[src/rtl/streamer_csr_sequencer.sv]
// streamer_csr_sequencer
//   Hardware CSR launcher for the streamer wrapper. On launch it snapshots the
//   configuration vector and writes it to CSR addresses 0..NumCfgRegs-1. When
//   Verify is set, it then reads each register back and compares it with the
//   snapshot. Finally it writes 1 to the start register at StartAddr.
//
// Ports
//   clk_i, rst_i            clock, synchronous active-high reset
//   launch_i                launch request, only honoured while idle
//   cfg_data_i              packed config, reg k at [k*CsrDW +: CsrDW]
//   busy_o                  sequencer not idle
//   done_o                  one-cycle pulse after the start write handshakes
//   err_o, err_addr_o       sticky read-back mismatch flag and its address
//   io_csr_req_*            CSR request channel (valid/ready)
//   io_csr_rsp_*            CSR read response channel (ready tied high)
module streamer_csr_sequencer #(
  parameter int unsigned NumCfgRegs = 13,
  parameter int unsigned StartAddr  = 13,
  parameter int unsigned CsrDW      = 32,
  parameter bit          Verify     = 1'b1
) (
  input  logic                        clk_i,
  input  logic                        rst_i,
  input  logic                        launch_i,
  input  logic [NumCfgRegs*CsrDW-1:0] cfg_data_i,
  output logic                        busy_o,
  output logic                        done_o,
  output logic                        err_o,
  output logic [CsrDW-1:0]            err_addr_o,
  output logic [CsrDW-1:0]            io_csr_req_bits_data_o,
  output logic [CsrDW-1:0]            io_csr_req_bits_addr_o,
  output logic                        io_csr_req_bits_write_o,
  output logic                        io_csr_req_valid_o,
  input  logic                        io_csr_req_ready_i,
  input  logic                        io_csr_rsp_valid_i,
  input  logic [CsrDW-1:0]            io_csr_rsp_bits_data_i,
  output logic                        io_csr_rsp_ready_o
);

  localparam int unsigned     IdxW    = $clog2(NumCfgRegs + 1);
  localparam logic [IdxW-1:0] LastIdx = IdxW'(NumCfgRegs - 1);

  typedef enum logic [2:0] {
    IDLE,
    WR,
    RD_REQ,
    RD_RSP,
    GO,
    ERR
  } state_e;

  state_e             state_q, state_d;
  logic [IdxW-1:0]    idx_q, idx_d;
  logic               err_q, err_d;
  logic [CsrDW-1:0]   err_addr_q, err_addr_d;
  logic               done_q, done_d;
  logic [CsrDW-1:0]   snap_q [NumCfgRegs];
  logic               snap_en;
  logic [CsrDW-1:0]   snap_cur;
  logic               req_hs;

  assign snap_cur = snap_q[idx_q];
  assign req_hs   = io_csr_req_valid_o & io_csr_req_ready_i;

  // State register and datapath registers
  always_ff @(posedge clk_i) begin
    if (rst_i) begin
      state_q    <= IDLE;
      idx_q      <= '0;
      err_q      <= 1'b0;
      err_addr_q <= '0;
      done_q     <= 1'b0;
    end else begin
      state_q    <= state_d;
      idx_q      <= idx_d;
      err_q      <= err_d;
      err_addr_q <= err_addr_d;
      done_q     <= done_d;
    end
  end

  // Config snapshot; needs no reset since it is always reloaded before use
  always_ff @(posedge clk_i) begin
    if (snap_en && !rst_i) begin
      for (int unsigned k = 0; k < NumCfgRegs; k++) begin
        snap_q[k] <= cfg_data_i[k*CsrDW +: CsrDW];
      end
    end
  end

  // Next-state logic
  always_comb begin
    state_d    = state_q;
    idx_d      = idx_q;
    err_d      = err_q;
    err_addr_d = err_addr_q;
    done_d     = 1'b0;
    snap_en    = 1'b0;
    unique case (state_q)
      IDLE: begin
        if (launch_i) begin
          snap_en    = 1'b1;
          err_d      = 1'b0;
          err_addr_d = '0;
          idx_d      = '0;
          state_d    = WR;
        end
      end
      WR: begin
        if (req_hs) begin
          if (idx_q == LastIdx) begin
            idx_d   = '0;
            state_d = Verify ? RD_REQ : GO;
          end else begin
            idx_d = idx_q + 1'b1;
          end
        end
      end
      RD_REQ: begin
        if (req_hs) state_d = RD_RSP;
      end
      RD_RSP: begin
        if (io_csr_rsp_valid_i) begin
          if (io_csr_rsp_bits_data_i != snap_cur) begin
            err_d      = 1'b1;
            err_addr_d = CsrDW'(idx_q);
            state_d    = ERR;
          end else if (idx_q == LastIdx) begin
            state_d = GO;
          end else begin
            idx_d   = idx_q + 1'b1;
            state_d = RD_REQ;
          end
        end
      end
      GO: begin
        if (req_hs) begin
          done_d  = 1'b1;
          state_d = IDLE;
        end
      end
      ERR:     state_d = IDLE;
      default: state_d = IDLE;
    endcase
  end

  // Output logic: request fields are pure functions of state/idx, so they stay
  // stable for as long as the state waits on ready.
  always_comb begin
    io_csr_req_valid_o      = 1'b0;
    io_csr_req_bits_write_o = 1'b0;
    io_csr_req_bits_addr_o  = '0;
    io_csr_req_bits_data_o  = '0;
    unique case (state_q)
      WR: begin
        io_csr_req_valid_o      = 1'b1;
        io_csr_req_bits_write_o = 1'b1;
        io_csr_req_bits_addr_o  = CsrDW'(idx_q);
        io_csr_req_bits_data_o  = snap_cur;
      end
      RD_REQ: begin
        io_csr_req_valid_o     = 1'b1;
        io_csr_req_bits_addr_o = CsrDW'(idx_q);
      end
      GO: begin
        io_csr_req_valid_o      = 1'b1;
        io_csr_req_bits_write_o = 1'b1;
        io_csr_req_bits_addr_o  = CsrDW'(StartAddr);
        io_csr_req_bits_data_o  = CsrDW'(1);
      end
      default: ;
    endcase
  end

  assign busy_o             = (state_q != IDLE);
  assign done_o             = done_q;
  assign err_o              = err_q;
  assign err_addr_o         = err_addr_q;
  assign io_csr_rsp_ready_o = 1'b1;

endmodule

[config.mk]
export PLATFORM = sky130hd
export DESIGN_NAME = streamer_csr_sequencer
export DESIGN_NICKNAME = d
export VERILOG_FILES = /design/src/rtl/streamer_csr_sequencer.sv
export SDC_FILE = /design/constraint.sdc
export NUM_CORES = 1
export LEC_CHECK = 0
export ABC_AREA = 1
export CORE_ASPECT_RATIO = 1.5
export CORE_UTILIZATION = 40
export DETAILED_ROUTE_END_ITERATION = 8
export GPL_ROUTABILITY_DRIVEN = 0
export PLACE_DENSITY = 0.65
export SETUP_SLACK_MARGIN = 0.1
export SYNTH_ARGS = -nofsm -noshare
export SYNTH_HDL_FRONTEND = slang
export SYNTH_SLANG_ARGS = --single-unit
[constraint.sdc]
create_clock -name clk_i -period 49.6 [get_ports clk_i]
set_clock_uncertainty 0.05 [all_clocks]
set_input_delay 14.88 -clock clk_i [delete_from_list [all_inputs] [get_ports clk_i]]
set_output_delay 14.88 -clock clk_i [all_outputs]
set_load 0.02 [all_outputs]
==> run_summary.xml <==
<?xml version="1.0" encoding="UTF-8"?>
<metrics>
  <group name="status">
    <metric name="status" unit="">complete, no violations</metric>
  </group>
  <group name="yosys">
    <metric name="synth-edff-count" unit="">416</metric>
    <metric name="fraction_of_the_yosys_area_taken_by_sequential_cells" unit="">0.660</metric>
    <metric name="syn-instance-count" unit="">1876</metric>
    <metric name="asyncSetResetFlopFracSynth" unit="">0</metric>
    <metric name="yosysTopAreaCellShare" unit="">0.643</metric>
    <metric name="synth_top_cells_by_area" unit="">sky130_fd_sc_hd__edfxtp_1 (64%), sky130_fd_sc_hd__nand2_1 (10%), sky130_fd_sc_hd__nand3_1 (5.4%)</metric>
    <metric name="ys_dominant_reg_cell" unit="">sky130_fd_sc_hd__edfxtp_1</metric>
    <metric name="synth.yosys.warnings" unit="">0</metric>
    <metric name="synth_top_area_cell" unit="">sky130_fd_sc_hd__edfxtp_1</metric>
    <metric name="syn_avg_cell_area" unit="µm²">10.4</metric>
    <metric name="ys_seq_elements" unit="">433</metric>
    <metric name="synth.distinct_cells" unit="">36</metric>
    <metric name="netlist_area" unit="µm²">19400</metric>
  </group>
  <group name="drt">
    <metric name="wl_per_cell" unit="µm">21.2</metric>
    <metric name="remaining_drc_errors" unit="">0</metric>
    <metric name="route.vias.total" unit="">15000</metric>
    <metric name="drt_iter0_drc" unit="">1104</metric>
    <metric name="final_antenna_net_count" unit="">0</metric>
    <metric name="drt_first_pass_iters" unit="">5</metric>
    <metric name="postRouteWirelength" unit="mm">63.6</metric>
    <metric name="avgViaCountPerCell" unit="">5.01</metric>
  </group>
  <group name="clocking">
    <metric name="clock_path_buffers" unit="">3</metric>
    <metric name="clk_pin_slew" unit="ns">0.06</metric>
    <metric name="post_cts_resized" unit="">0</metric>
    <metric name="htreeDepth" unit="">2</metric>
    <metric name="clk_lat_worst_skew" unit="ns">0.58</metric>
    <metric name="sink_count_of_the_clock_tree" unit="">433</metric>
    <metric name="cts_hold_buffers" unit="">0</metric>
    <metric name="cts_tree" unit="">yes</metric>
    <metric name="cts_setup_buffers" unit="">0</metric>
    <metric name="clock_tree.root_cell" unit="">sky130_fd_sc_hd__clkbuf_16</metric>
    <metric name="cts_buffers" unit="">44</metric>
  </group>
  <group name="critical_path">
    <metric name="worst-endpoint-arrival" unit="ns">4.23</metric>
    <metric name="timing_worst_setup_path_type" unit="">reg -&gt; out</metric>
    <metric name="critical_path.max_fanout" unit="">86</metric>
    <metric name="cp-end-kind" unit="">primary output</metric>
    <metric name="required" unit="ns">34.67</metric>
    <metric name="timing.critical_path.from_type" unit="">register</metric>
  </group>
  <group name="power">
    <metric name="cellInternalPower" unit="mW">0.772</metric>
    <metric name="p_leak" unit="nW">10.2</metric>
    <metric name="netSwitchingPower" unit="mW">0.421</metric>
    <metric name="sequentialPowerShare" unit="">0.413</metric>
    <metric name="switching_share" unit="">0.353</metric>
    <metric name="vdd_ir_drop_max" unit="µV">30.9</metric>
    <metric name="share_comb_of_total_power" unit="">0.315</metric>
    <metric name="powerDensity" unit="nW/µm²">46.1</metric>
    <metric name="power_frac_clock" unit="">0.272</metric>
  </group>
  <group name="timing">
    <metric name="maxSlewHeadroom" unit="">0.203</metric>
    <metric name="layout_worst_path_cycle_share" unit="">0.386</metric>
    <metric name="max_freq" unit="MHz">52.2</metric>
    <metric name="setup-violations-final" unit="">0</metric>
    <metric name="fin_tns_setup" unit="ns">0</metric>
    <metric name="rsz0062_at_grt" unit="">no</metric>
    <metric name="maxSlewViolCount" unit="">0</metric>
    <metric name="post-route-min-period" unit="ns">19.16</metric>
    <metric name="timing.final.hold_violations" unit="">0</metric>
    <metric name="max_slew.worst_pin.slew" unit="ns">1.20</metric>
  </group>
  <group name="floorplan">
    <metric name="num_rows" unit="">98</metric>
    <metric name="die_height" unit="µm">272</metric>
    <metric name="starting_utilization_of_the_core_area" unit="">0.406</metric>
    <metric name="floorplan.die_area" unit="µm²">49500</metric>
    <metric name="ios" unit="">555</metric>
    <metric name="core_region_area" unit="µm²">47800</metric>
    <metric name="die_w" unit="µm">182</metric>
  </group>
  <group name="final_layout">
    <metric name="final.fill_count" unit="">4134</metric>
    <metric name="finish.instance_area" unit="µm²">25900</metric>
    <metric name="drive_gt1_frac" unit="">0.0455</metric>
    <metric name="area_delta_synth_final" unit="%">33.3</metric>
    <metric name="nets" unit="">2794</metric>
  </group>
  <group name="grt">
    <metric name="track_usage" unit="">0.252</metric>
    <metric name="number_of_antenna_violations_at_the_first_check_in_global_routing" unit="">35</metric>
    <metric name="first_global_vias" unit="">14800</metric>
    <metric name="pin_count_of_the_biggest_net_entering_global_routing" unit="">188</metric>
    <metric name="grt_overflow" unit="">0</metric>
    <metric name="first_pass_grt_wire_length" unit="mm">90.5</metric>
  </group>
  <group name="flow_run">
    <metric name="cap_violations" unit="">0</metric>
  </group>
  <group name="placed_design">
    <metric name="placedInstanceArea" unit="µm²">24400</metric>
    <metric name="hpwl" unit="mm">44.5</metric>
    <metric name="port-buffer-count" unit="">497</metric>
  </group>
  <group name="min_path">
    <metric name="min_path_type" unit="">reg -&gt; reg</metric>
  </group>
</metrics>
[through the flow]
stage | hold WS [ns] | utilization | power, mW | std cells | setup slack (ns)
after floorplan | 0.422 | - | 0.770 | 1931 | 15.96
after global placement | 0.401 | 0.511 | 0.872 | 2893 | 30.66
after detailed placement | 0.402 | 0.511 | 0.878 | 2893 | 30.56
after CTS | 0.411 | 0.540 | 1.20 | 2973 | 30.39
after global routing | 0.443 | 0.542 | 1.25 | 3002 | 30.19
final | 0.413 | 0.542 | 1.19 | 3003 | 30.44
[worst max-delay path, cell delays in order (launching register included)]
cell                              delay, ns
sky130_fd_sc_hd__dfxtp_4               0.53
sky130_fd_sc_hd__inv_6                 0.60
sky130_fd_sc_hd__buf_4                 0.87
sky130_fd_sc_hd__nand2_1               0.11
sky130_fd_sc_hd__nand2_1               0.09
sky130_fd_sc_hd__nand2_1               0.05
sky130_fd_sc_hd__nand3_1               0.10
sky130_fd_sc_hd__nand3_1               0.25
sky130_fd_sc_hd__a21oi_1               0.28
sky130_fd_sc_hd__clkdlybuf4s50_1       0.69
[power groups by stage]
stage / clock network [mW] / logic (mW) / registers [mW]
global route: 0.342 / 0.414 / 0.498
floorplan: 0 / 0.250 / 0.520
finish: 0.324 / 0.376 / 0.493
global placement: 0 / 0.373 / 0.499
detailed placement: 0 / 0.378 / 0.501
CTS: 0.330 / 0.380 / 0.493
[registers in the layout, summed over array words and instances, names as in the netlist, named ones only]
signal and flops:
done_o 1, err_addr_o 4, err_o 1, idx_q 4
snap_q 416, state_q 3
[worst paths after layout]
kind	depth (start not counted)	end	slack, ns	from
hold reg to reg	2	err_addr_o[3]	0.41	err_addr_o[3]
setup / recovery	9	io_csr_req_bits_data_o[19]	30.44	register
setup reg to reg	20	register	45.26	register
hold / removal	2	err_addr_o[3]	0.41	err_addr_o[3]
[layer usage]
metal	global-route usage	up-vias	part of all wire	wire length, µm
met5	0	-	0.00072	46
met3	0.0512	148	0.068	4350
li1	-	7114	-	-
met1	0.274	7020	0.36	22800
met4	0.169	8	0.053	3380
met2	0.443	742	0.52	33000
[placed cells by master, fill, tap and decap left out, types with 3 or more instances in the layout]
master	n
sky130_fd_sc_hd__inv_6	5
sky130_fd_sc_hd__clkinv_2	12
sky130_fd_sc_hd__clkbuf_1	4
sky130_fd_sc_hd__conb_1	57
sky130_fd_sc_hd__clkbuf_16	45
sky130_fd_sc_hd__o21ai_0	25
sky130_fd_sc_hd__nand4_1	6
sky130_fd_sc_hd__dfxtp_1	13
sky130_fd_sc_hd__nor2_1	193
sky130_fd_sc_hd__inv_1	160
sky130_fd_sc_hd__nand2_1	525
sky130_fd_sc_hd__clkdlybuf4s50_1	497
sky130_fd_sc_hd__nand3b_1	19
sky130_fd_sc_hd__nand3_1	208
sky130_fd_sc_hd__or2_2	8
sky130_fd_sc_hd__clkinvlp_4	4
sky130_fd_sc_hd__o21ai_1	51
sky130_fd_sc_hd__buf_4	10
sky130_fd_sc_hd__diode_2	30
sky130_fd_sc_hd__o211ai_1	22
sky130_fd_sc_hd__clkinv_1	9
sky130_fd_sc_hd__edfxtp_1	416
sky130_fd_sc_hd__nand2_2	3
sky130_fd_sc_hd__a21oi_1	51
[final cells by class]
class	count	area [µm²]	share of cell area
multi-input combinational	1184	5130	0.198
antenna	30	75.1	0.00290
clock buffer	51	1170	0.0451
inverter	168	647	0.0250
timing repair buffer	508	5070	0.196
sequential	433	12800	0.496
clock inverter	29	210	0.00812
tap	600	751	0.0290
[Yosys cell counts (2+ instances only)]
cell and instances:
sky130_fd_sc_hd__buf_6 27, sky130_fd_sc_hd__nor2_2 2, sky130_fd_sc_hd__nand3b_1 19, sky130_fd_sc_hd__nand3_2 2, sky130_fd_sc_hd__edfxtp_1 416, sky130_fd_sc_hd__inv_2 3
sky130_fd_sc_hd__ha_1 2, sky130_fd_sc_hd__inv_1 161, sky130_fd_sc_hd__or2_2 8, sky130_fd_sc_hd__nor2_1 194, sky130_fd_sc_hd__nand4_1 6, sky130_fd_sc_hd__o211ai_1 22
sky130_fd_sc_hd__o21ai_1 51, sky130_fd_sc_hd__nand2_1 525, sky130_fd_sc_hd__clkinv_1 2, sky130_fd_sc_hd__clkbuf_1 15, sky130_fd_sc_hd__nand2_2 3, sky130_fd_sc_hd__nand3_1 208
sky130_fd_sc_hd__a21oi_1 51, sky130_fd_sc_hd__buf_4 63, sky130_fd_sc_hd__o21ai_0 25, sky130_fd_sc_hd__dfxtp_1 17, sky130_fd_sc_hd__buf_1 12, sky130_fd_sc_hd__buf_8 2
sky130_fd_sc_hd__conb_1 2, sky130_fd_sc_hd__nor3_1 2, sky130_fd_sc_hd__buf_2 27
[cell families after synthesis]
group	synth area share
and+or+nand+nor	0.208
AOI/OAI and AO/OA	0.0423
buffers and inverters	0.0865
DFF	0.660
other	0.000386
xor gates and xnor gates	0.000902
adders and majority gates	0.00129
No activity file was read; power rests on OpenSTA's default activity.
